## src/rtl/id_pkg.sv

```systemverilog
// id_pkg: shared constants for the ID stage.
//   - OPC_*  : major opcode values of inst[6:2]
//   - TYPE_* : one-hot inst_type codes ([4] arith, [3] logic, [2] ld/st, [1] jump/branch, [0] sys)
//   - alu_op_e : internal execute opcode; W forms sit at base + 8'h10
//   - alu_op() : funct3/alt/W -> ALU opcode for OP, OP-IMM and their W forms
package id_pkg;

  localparam logic [4:0] OPC_LOAD      = 5'b00000;
  localparam logic [4:0] OPC_OP_IMM    = 5'b00100;
  localparam logic [4:0] OPC_AUIPC     = 5'b00101;
  localparam logic [4:0] OPC_OP_IMM_32 = 5'b00110;
  localparam logic [4:0] OPC_STORE     = 5'b01000;
  localparam logic [4:0] OPC_OP        = 5'b01100;
  localparam logic [4:0] OPC_LUI       = 5'b01101;
  localparam logic [4:0] OPC_OP_32     = 5'b01110;
  localparam logic [4:0] OPC_BRANCH    = 5'b11000;
  localparam logic [4:0] OPC_JALR      = 5'b11001;
  localparam logic [4:0] OPC_JAL       = 5'b11011;
  localparam logic [4:0] OPC_SYSTEM    = 5'b11100;

  localparam logic [4:0] TYPE_ARITH = 5'b10000;
  localparam logic [4:0] TYPE_LOGIC = 5'b01000;
  localparam logic [4:0] TYPE_LDST  = 5'b00100;
  localparam logic [4:0] TYPE_JB    = 5'b00010;
  localparam logic [4:0] TYPE_SYS   = 5'b00001;

  typedef enum logic [7:0] {
    ALU_NOP  = 8'h00,
    ALU_ADD  = 8'h11, ALU_SUB  = 8'h12, ALU_SLL  = 8'h13, ALU_SLT  = 8'h14,
    ALU_SLTU = 8'h15, ALU_XOR  = 8'h16, ALU_SRL  = 8'h17, ALU_SRA  = 8'h18,
    ALU_OR   = 8'h19, ALU_AND  = 8'h1A,
    ALU_ADDW = 8'h21, ALU_SUBW = 8'h22, ALU_SLLW = 8'h23, ALU_SRLW = 8'h27,
    ALU_SRAW = 8'h28,
    ALU_JAL  = 8'h30, ALU_JALR = 8'h31,
    // branch / load / store codes are 8'h40/50/60 | funct3
    ALU_BEQ  = 8'h40, ALU_BNE  = 8'h41, ALU_BLT  = 8'h44, ALU_BGE  = 8'h45,
    ALU_BLTU = 8'h46, ALU_BGEU = 8'h47,
    ALU_LB   = 8'h50, ALU_LH   = 8'h51, ALU_LW   = 8'h52, ALU_LD   = 8'h53,
    ALU_LBU  = 8'h54, ALU_LHU  = 8'h55, ALU_LWU  = 8'h56,
    ALU_SB   = 8'h60, ALU_SH   = 8'h61, ALU_SW   = 8'h62, ALU_SD   = 8'h63,
    ALU_ECALL = 8'h70, ALU_EBREAK = 8'h71
  } alu_op_e;

  function automatic logic [7:0] alu_op(input logic [2:0] f3, input logic alt, input logic w);
    logic [7:0] r;
    case (f3)
      3'd0:    r = alt ? ALU_SUB : ALU_ADD;
      3'd1:    r = ALU_SLL;
      3'd2:    r = ALU_SLT;
      3'd3:    r = ALU_SLTU;
      3'd4:    r = ALU_XOR;
      3'd5:    r = alt ? ALU_SRA : ALU_SRL;
      3'd6:    r = ALU_OR;
      default: r = ALU_AND;
    endcase
    return w ? r + 8'h10 : r;
  endfunction

endpackage

```

## src/rtl/id_stage_pipe_decode.sv

```systemverilog
// id_decode_comb: purely combinational RV32I/RV64I decode.
//   in : inst, pc, in_valid, rs1_data, rs2_data
//   out: regfile read requests (rsN_r_ena/addr) and the decoded bundle
//        (inst_type, inst_opcode, op1, op2, imm, rs2_val, rd_w_ena, rd_w_addr, illegal)
module id_decode_comb
  import id_pkg::*;
#(
  parameter int XLEN = 64,
  parameter int PC_W = 64
) (
  input  logic [31:0]     inst,
  input  logic [PC_W-1:0] pc,
  input  logic            in_valid,
  input  logic [XLEN-1:0] rs1_data,
  input  logic [XLEN-1:0] rs2_data,
  output logic            rs1_r_ena,
  output logic [4:0]      rs1_r_addr,
  output logic            rs2_r_ena,
  output logic [4:0]      rs2_r_addr,
  output logic [4:0]      inst_type,
  output logic [7:0]      inst_opcode,
  output logic [XLEN-1:0] op1,
  output logic [XLEN-1:0] op2,
  output logic [XLEN-1:0] imm,
  output logic [XLEN-1:0] rs2_val,
  output logic            rd_w_ena,
  output logic [4:0]      rd_w_addr,
  output logic            illegal
);
  localparam logic RV64 = (XLEN == 64);

  logic [4:0] opc;
  logic [2:0] f3;
  logic [6:0] f7;
  logic [XLEN-1:0] i_x, s_x, b_x, u_x, j_x, pc_x;
  logic use_rs1, use_rs2, use_rd, ill, w, alt;
  logic [5:0] shamt;

  assign opc  = inst[6:2];
  assign f3   = inst[14:12];
  assign f7   = inst[31:25];
  assign pc_x = XLEN'(pc);
  assign i_x  = XLEN'($signed(inst[31:20]));
  assign s_x  = XLEN'($signed({inst[31:25], inst[11:7]}));
  assign b_x  = XLEN'($signed({inst[31], inst[7], inst[30:25], inst[11:8], 1'b0}));
  assign u_x  = XLEN'($signed({inst[31:12], 12'b0}));
  assign j_x  = XLEN'($signed({inst[31], inst[19:12], inst[20], inst[30:21], 1'b0}));

  always_comb begin
    inst_type = '0; inst_opcode = ALU_NOP; op1 = '0; op2 = '0; imm = '0; rs2_val = '0;
    use_rs1 = 1'b0; use_rs2 = 1'b0; use_rd = 1'b0; ill = 1'b0; w = 1'b0; alt = 1'b0;
    shamt = '0;
    if (inst[1:0] != 2'b11) begin
      ill = 1'b1;
    end else begin
      case (opc)
        OPC_OP, OPC_OP_32: begin
          w = opc[1];
          alt = (f7 == 7'b0100000);
          use_rs1 = 1'b1; use_rs2 = 1'b1; use_rd = 1'b1;
          op1 = rs1_data; op2 = rs2_data;
          inst_opcode = alu_op(f3, alt, w);
          inst_type = (f3 == 3'd0 || f3 == 3'd2 || f3 == 3'd3) ? TYPE_ARITH : TYPE_LOGIC;
          ill = !(f7 == 7'd0 || (alt && (f3 == 3'd0 || f3 == 3'd5))) ||
                (w && !(f3 == 3'd0 || f3 == 3'd1 || f3 == 3'd5)) || (w && !RV64);
        end
        OPC_OP_IMM, OPC_OP_IMM_32: begin
          w = opc[1];
          use_rs1 = 1'b1; use_rd = 1'b1;
          op1 = rs1_data;
          inst_type = (f3 == 3'd0 || f3 == 3'd2 || f3 == 3'd3) ? TYPE_ARITH : TYPE_LOGIC;
          if (f3 == 3'd1 || f3 == 3'd5) begin
            alt = inst[30];
            // 6-bit shamt only for non-W shifts on RV64; otherwise imm[5] belongs to funct7
            shamt = {inst[25] & RV64 & ~w, inst[24:20]};
            if (RV64 && !w) ill = (inst[31:26] != {1'b0, alt, 4'b0000});
            else            ill = (inst[31:25] != {1'b0, alt, 5'b00000});
            if (f3 == 3'd1 && alt) ill = 1'b1;
            op2 = XLEN'(shamt);
            imm = XLEN'(shamt);
          end else begin
            op2 = i_x; imm = i_x;
            ill = w && (f3 != 3'd0);
          end
          inst_opcode = alu_op(f3, alt, w);
          if (w && !RV64) ill = 1'b1;
        end
        OPC_LUI, OPC_AUIPC: begin
          use_rd = 1'b1;
          op1 = (opc == OPC_AUIPC) ? pc_x : '0;
          op2 = u_x; imm = u_x;
          inst_opcode = ALU_ADD; inst_type = TYPE_ARITH;
        end
        OPC_JAL, OPC_JALR: begin
          use_rd = 1'b1;
          op1 = pc_x; op2 = XLEN'(4);
          inst_type = TYPE_JB;
          if (opc == OPC_JAL) begin
            imm = j_x; inst_opcode = ALU_JAL;
          end else begin
            // op1 carries the link PC, so the JALR base rides on the rs2 lane
            use_rs1 = 1'b1; imm = i_x; rs2_val = rs1_data;
            inst_opcode = ALU_JALR; ill = (f3 != 3'd0);
          end
        end
        OPC_BRANCH: begin
          use_rs1 = 1'b1; use_rs2 = 1'b1;
          op1 = rs1_data; op2 = rs2_data; imm = b_x; rs2_val = rs2_data;
          inst_opcode = {5'b01000, f3}; inst_type = TYPE_JB;
          ill = (f3 == 3'd2 || f3 == 3'd3);
        end
        OPC_LOAD: begin
          use_rs1 = 1'b1; use_rd = 1'b1;
          op1 = rs1_data; op2 = i_x; imm = i_x;
          inst_opcode = {5'b01010, f3}; inst_type = TYPE_LDST;
          ill = (f3 == 3'd7) || (!RV64 && (f3 == 3'd3 || f3 == 3'd6));
        end
        OPC_STORE: begin
          use_rs1 = 1'b1; use_rs2 = 1'b1;
          op1 = rs1_data; op2 = s_x; imm = s_x; rs2_val = rs2_data;
          inst_opcode = {5'b01100, f3}; inst_type = TYPE_LDST;
          ill = f3[2] || (!RV64 && f3 == 3'd3);
        end
        OPC_SYSTEM: begin
          inst_type = TYPE_SYS;
          if (inst == 32'h0000_0073)      inst_opcode = ALU_ECALL;
          else if (inst == 32'h0010_0073) inst_opcode = ALU_EBREAK;
          else                            ill = 1'b1;
        end
        default: ill = 1'b1;
      endcase
    end
    if (ill) begin
      inst_type = TYPE_SYS; inst_opcode = ALU_NOP;
      op1 = '0; op2 = '0; imm = '0; rs2_val = '0;
      use_rs1 = 1'b0; use_rs2 = 1'b0; use_rd = 1'b0;
    end
  end

  assign illegal    = ill;
  assign rs1_r_ena  = in_valid && use_rs1;
  assign rs1_r_addr = rs1_r_ena ? inst[19:15] : 5'd0;
  assign rs2_r_ena  = in_valid && use_rs2;
  assign rs2_r_addr = rs2_r_ena ? inst[24:20] : 5'd0;
  assign rd_w_ena   = use_rd && (inst[11:7] != 5'd0);
  assign rd_w_addr  = use_rd ? inst[11:7] : 5'd0;

endmodule

```

## src/rtl/id_stage_pipe.sv

```systemverilog
// id_stage_pipe: registered ID stage; decode + valid/ready ID/EX register.
//   in : clk, rst_n (async low), flush, in_valid/in_inst/in_pc, rs1_data/rs2_data, out_ready
//   out: in_ready, rs1/rs2 read requests, out_valid and the out_* decoded entry
// Optional macro ID_SKID_EN: one-entry skid buffer, in_ready driven from a flop.
module id_stage_pipe
  import id_pkg::*;
#(
  parameter int XLEN = 64,
  parameter int PC_W = 64
) (
  input  logic            clk,
  input  logic            rst_n,
  input  logic            flush,
  input  logic            in_valid,
  output logic            in_ready,
  input  logic [31:0]     in_inst,
  input  logic [PC_W-1:0] in_pc,
  output logic            rs1_r_ena,
  output logic [4:0]      rs1_r_addr,
  output logic            rs2_r_ena,
  output logic [4:0]      rs2_r_addr,
  input  logic [XLEN-1:0] rs1_data,
  input  logic [XLEN-1:0] rs2_data,
  output logic            out_valid,
  input  logic            out_ready,
  output logic [4:0]      out_inst_type,
  output logic [7:0]      out_inst_opcode,
  output logic [XLEN-1:0] out_op1,
  output logic [XLEN-1:0] out_op2,
  output logic [XLEN-1:0] out_imm,
  output logic [XLEN-1:0] out_rs2_data,
  output logic            out_rd_w_ena,
  output logic [4:0]      out_rd_w_addr,
  output logic [PC_W-1:0] out_pc,
  output logic            out_illegal
);
  typedef struct packed {
    logic [4:0]      itype;
    logic [7:0]      opc;
    logic [XLEN-1:0] op1, op2, imm, rs2d;
    logic            rd_we;
    logic [4:0]      rd;
    logic [PC_W-1:0] pc;
    logic            ill;
  } ent_t;

  logic [4:0] d_itype, d_rd;
  logic [7:0] d_opc;
  logic [XLEN-1:0] d_op1, d_op2, d_imm, d_rs2d;
  logic d_rd_we, d_ill, capture;
  ent_t dec_e, ent_d, ent_q;
  logic out_valid_d, out_valid_q;

  id_decode_comb #(.XLEN(XLEN), .PC_W(PC_W)) u_dec (
    .inst(in_inst), .pc(in_pc), .in_valid(in_valid),
    .rs1_data(rs1_data), .rs2_data(rs2_data),
    .rs1_r_ena(rs1_r_ena), .rs1_r_addr(rs1_r_addr),
    .rs2_r_ena(rs2_r_ena), .rs2_r_addr(rs2_r_addr),
    .inst_type(d_itype), .inst_opcode(d_opc), .op1(d_op1), .op2(d_op2),
    .imm(d_imm), .rs2_val(d_rs2d), .rd_w_ena(d_rd_we), .rd_w_addr(d_rd),
    .illegal(d_ill)
  );

  always_comb begin
    dec_e = '0;
    dec_e.itype = d_itype; dec_e.opc = d_opc; dec_e.op1 = d_op1; dec_e.op2 = d_op2;
    dec_e.imm = d_imm; dec_e.rs2d = d_rs2d; dec_e.rd_we = d_rd_we; dec_e.rd = d_rd;
    dec_e.pc = in_pc; dec_e.ill = d_ill;
  end

`ifdef ID_SKID_EN
  ent_t skid_d, skid_q;
  logic skid_valid_d, skid_valid_q, in_ready_d, in_ready_q;

  assign in_ready = in_ready_q;

  always_comb begin
    ent_d = ent_q; skid_d = skid_q;
    out_valid_d = out_valid_q; skid_valid_d = skid_valid_q;
    capture = in_valid && in_ready_q && !flush;
    if (flush) begin
      out_valid_d = 1'b0; skid_valid_d = 1'b0;
    end else if (!out_valid_q || out_ready) begin
      // main slot frees up: skid entry (older) goes first
      if (skid_valid_q) begin
        ent_d = skid_q; out_valid_d = 1'b1; skid_valid_d = 1'b0;
      end else if (capture) begin
        ent_d = dec_e; out_valid_d = 1'b1;
      end else begin
        out_valid_d = 1'b0;
      end
    end else if (capture) begin
      skid_d = dec_e; skid_valid_d = 1'b1;
    end
    in_ready_d = !skid_valid_d;
  end
`else
  assign in_ready = !out_valid_q || out_ready;

  always_comb begin
    ent_d = ent_q;
    out_valid_d = out_valid_q;
    capture = in_valid && in_ready && !flush;
    if (flush)          out_valid_d = 1'b0;
    else if (capture) begin
      ent_d = dec_e; out_valid_d = 1'b1;
    end else if (out_ready) out_valid_d = 1'b0;
  end
`endif

  always_ff @(posedge clk or negedge rst_n) begin
    if (!rst_n) begin
      ent_q       <= '0;
      out_valid_q <= 1'b0;
`ifdef ID_SKID_EN
      skid_q       <= '0;
      skid_valid_q <= 1'b0;
      in_ready_q   <= 1'b1;
`endif
    end else begin
      ent_q       <= ent_d;
      out_valid_q <= out_valid_d;
`ifdef ID_SKID_EN
      skid_q       <= skid_d;
      skid_valid_q <= skid_valid_d;
      in_ready_q   <= in_ready_d;
`endif
    end
  end

  assign out_valid       = out_valid_q;
  assign out_inst_type   = ent_q.itype;
  assign out_inst_opcode = ent_q.opc;
  assign out_op1         = ent_q.op1;
  assign out_op2         = ent_q.op2;
  assign out_imm         = ent_q.imm;
  assign out_rs2_data    = ent_q.rs2d;
  assign out_rd_w_ena    = ent_q.rd_we;
  assign out_rd_w_addr   = ent_q.rd;
  assign out_pc          = ent_q.pc;
  assign out_illegal     = ent_q.ill;

endmodule

```

## config.mk

```make
export PLATFORM = sky130hd
export DESIGN_NAME = id_stage_pipe
export DESIGN_NICKNAME = d
export VERILOG_FILES = /design/src/rtl/id_pkg.sv /design/src/rtl/id_stage_pipe_decode.sv /design/src/rtl/id_stage_pipe.sv
export SDC_FILE = /design/constraint.sdc
export NUM_CORES = 1
export LEC_CHECK = 0
export CORE_AREA = 5 5 223 225
export DETAILED_ROUTE_END_ITERATION = 10
export DIE_AREA = 0 0 228 230
export PLACE_DENSITY = 0.67
export SKIP_LAST_GASP = 1
export SLEW_MARGIN = 20
export SYNTH_ARGS = -nofsm -noshare
export SYNTH_HDL_FRONTEND = slang
export SYNTH_HIERARCHICAL = 1
export SYNTH_SLANG_ARGS = --single-unit
```

## constraint.sdc

```tcl
create_clock -name clk -period 7.4 [get_ports clk]
set_clock_uncertainty 0.15 [all_clocks]
set_input_delay 1.48 -clock clk [delete_from_list [all_inputs] [get_ports clk]]
set_output_delay 1.48 -clock clk [all_outputs]
set_load 0.02 [all_outputs]
```

==> implementation parameters <==
Parameter                              Value

Cells and area
  Utilization of the core after routing    51.6%
  Layout-stage area growth over the synthesis result    38.1%
  Share of final-layout standard cells stronger than drive strength 1    23.4%
  Layout Cell Area excl Fill    0.0244 sq mm
  Final net count    2,185

Outcome
  Result of the run    finished, final reports clean

Yosys
  Async set-reset flop share out of synthesis    100%
  Number of nets produced by synthesis    1,715
  Count of mapped cells out of synthesis    1,486
  Most used flip-flop cell after synthesis    dfrtp_1
  Cell taking the most area after synthesis    dfrtp_1
  Synthesis warning total    6
  Synthesized area per cell    11.9 sq um
  Top-count cell post-synth    dfrtp_1
  Dominant cells by area after synthesis    dfrtp_1 48%, mux2_2 20%, a22oi_1 6.1%, nor3_1 4.2%, buf_12 3.7%
  Area fraction of the dominant cell type after synthesis    48.2%
  Unique cell type count in the Yosys netlist    64
  Post-synth design cell area    0.0177 sq mm
  Post-synth EDFFs    0
  Share of the yosys chip area belonging to registers    48.2%
  Flop and latch count out of synthesis    341
  Leading post-synthesis cells by instance count    341 x dfrtp_1, 308 x mux2_2, 150 x nor3_1

Clocking
  Clock-pin transition on the worst setup and hold timing paths    0.06 ns
  CTS H-tree depth    2
  CTS root buffer    clkbuf_16
  Hold-fix buffer count after cts    0
  Clk sinks    341
  Clock insertion delay at the later pin of the skew report    0.55 ns
  Number of gates given a new drive strength after cts    0
  Number of setup buffers added after CTS    0
  Buffers from clock root to sink, at most    3
  CTS tree    built
  Number of buffers created by CTS    41

Place
  Sum of net half-perimeters after detailed placement    47.3 mm
  Placed instance area    0.0231 sq mm
  Routability congestion estimate from global placement    0.884
  Placement Setup Slack    0.720 ns
  Quantity of I/O buffers inserted on ports    582

Routing
  Final ANT Viol Nets    0
  Number of iterations in the first detailed-routing pass    6
  Ratio of routed vias to standard cells    5.61
  DR vias    14,600
  Drt wl/cell    25.6 um
  DR DRC count    0
  Wire length after detailed routing    66.8 mm
  Detailed router's first-iteration violation count    1,148

Critical path
  Delay of the slowest critical-path stage    0.72 ns
  Endpoint class of the critical path    output pin
  Highest-delay cell along the critical path    clkdlybuf4s50_1
  Worst path required time    5.77 ns
  Dominant cell type by count on the critical path    clkdlybuf4s50_1
  Number of buffers and inverters on the critical path    2
  Chain of cells forming the critical path    clkdlybuf4s50_1 > nand2b_1 > a221o_1 > o31ai_1 > nand4_1 > nor4_1 > clkdlybuf4s50_1
  Critical path class    in2out
  Arrival time worst endpoint    5.14 ns
  Critical-path maximum fanout    15
  Largest delay contributor family on the critical path    simple AND/OR/NAND/NOR gates
  Startpoint kind of the worst setup timing path    primary input

Timing
  Final-report max-slew violation count    0
  Slew Limit Headroom    31.3%
  Min Clock Period, post-route    6.77 ns
  Unrepaired setup endpoints after global routing    false
  Final worst-path cycle share    91.5%
  FMAX    0.148 GHz
  Final Hold Fails    0
  Post-route setup slack    0.626 ns
  Final number of setup-violating endpoints    0
  Transition time of the tightest slew-check pin    1.02 ns
  Setup_tns    0 ns

Floorplan
  Horizontal extent of the die    228 um
  Area of the placeable core    0.0473 sq mm
  Die area    0.0524 sq mm
  Die Ht    230 um
  Row cnt    80
  Initial Util    37.4%
  Top-level I/O count    583

Pwr
  IR Drop Worst-Case VDD    186 uV
  Power density over cell area    195 mW/mm^2
  Static leakage    9.96 nW

Global routing
  GRT Resource Usage Total    24.3%
  Overall overflow remaining after global route    0
  Global-route wire length before repair    99.7 mm
  Initial antenna violation count    4
  Pin count of the biggest net entering global routing    158
  Vias in the first global route    14,800

Job
  Max Cap Viol    0

Min path
  Classification of the worst-slack hold path    reg2reg
kinds of logic (layout without fill, tap and decap cells):
group | Yosys count | after routing | synth area share, %
AO/OA/AOI/OAI | 274 | 274 | 10.7
flip-flops | 341 | 341 | 48.2
multiplexers | 340 | 340 | 22.3
AND/OR/NAND/NOR | 345 | 345 | 10.4
other | 1 | 4 | 0.0212
XOR/XNOR | 1 | 1 | 0.0495
buffers and inverters | 184 | 686 | 8.31
sequential cells by signal, summed over array words and instances (netlist names):
register         flops
out_imm             64
out_inst_opcode      8
out_rd_w_ena         1
out_rs2_data        64
out_op1             64
out_valid            1
out_pc              64
out_rd_w_addr        5
out_illegal          1
out_op2             64
out_inst_type        5
worst paths after layout:
kind	from	to	slack, ns	cells past startpoint
max	in_inst[13]	rs1_r_addr[1]	0.63	7
min	out_pc[50]	out_pc[50]	0.34	1
max reg2reg	out_valid	out_rs2_data[57]	4.66	4
min reg2reg	out_pc[50]	out_pc[50]	0.34	1
max in group asynchronous	rst_n	out_rs2_data[54]	4.88	2
min in group asynchronous	rst_n	out_pc[12]	0.76	1
layout by cell type (no fill, tap or decap), types with 4 or more instances in the layout:
cell type        Yosys  routed
a211oi_1            18      18
a21oi_1             63      63
a222oi_1             4       4
a22oi_1            144     144
a31oi_1             15      14
buf_12              33       4
buf_4               37      19
clkbuf_1            79       9
clkbuf_16            0      43
clkbuf_8             0       7
clkdlybuf4s50_1      0     581
clkinv_2             0      12
dfrtp_1            341     341
inv_1                6       6
mux2_2             308     308
mux2_4              30      30
nand2_1             52      52
nand2b_1             5       5
nand3_1              6       6
nor2_1              59      58
nor2b_1              7       7
nor3_1             150     148
nor3_2              17      19
nor4_1              11      11
nor4b_1              7       7
o21ai_0             10      10
or2_2                4       4
through the flow:
step	instances	hold slack, ns	power (mW)
6_report	2606	0.344	4.77
3_3_place_gp	2528	0.320	2.85
2_1_floorplan	1486	0.459	2.44
3_5_place_dp	2528	0.330	2.86
4_1_cts	2603	0.349	4.83
5_1_grt	2606	0.367	4.96
power by group:
group	leakage [nW]	switching (mW)	internal, mW
logic	4.71	0.438	0.398
clock network	0.643	0.813	1.13
registers	4.60	0.0445	1.95
total	9.96	1.30	3.48
layer usage:
| layer | routed length [um] | global-route usage [%] |
|---|---|---|
| met4 | 2760 | 10.1 |
| met1 | 27300 | 31.8 |
| met3 | 5410 | 6.45 |
| met5 | 0 | 0 |
| met2 | 31300 | 38.5 |
final cells by class:
type | count | area, sq um
tap | 615 | 769
clock buffer | 59 | 1210
inverter | 6 | 22.5
timing repair buffer | 605 | 6050
multi-input combinational | 961 | 7740
sequential | 341 | 8530
antenna | 3 | 7.51
clock inverter | 16 | 91.3
fill | 4225 | 22900
(Power assumes the default switching activity.)
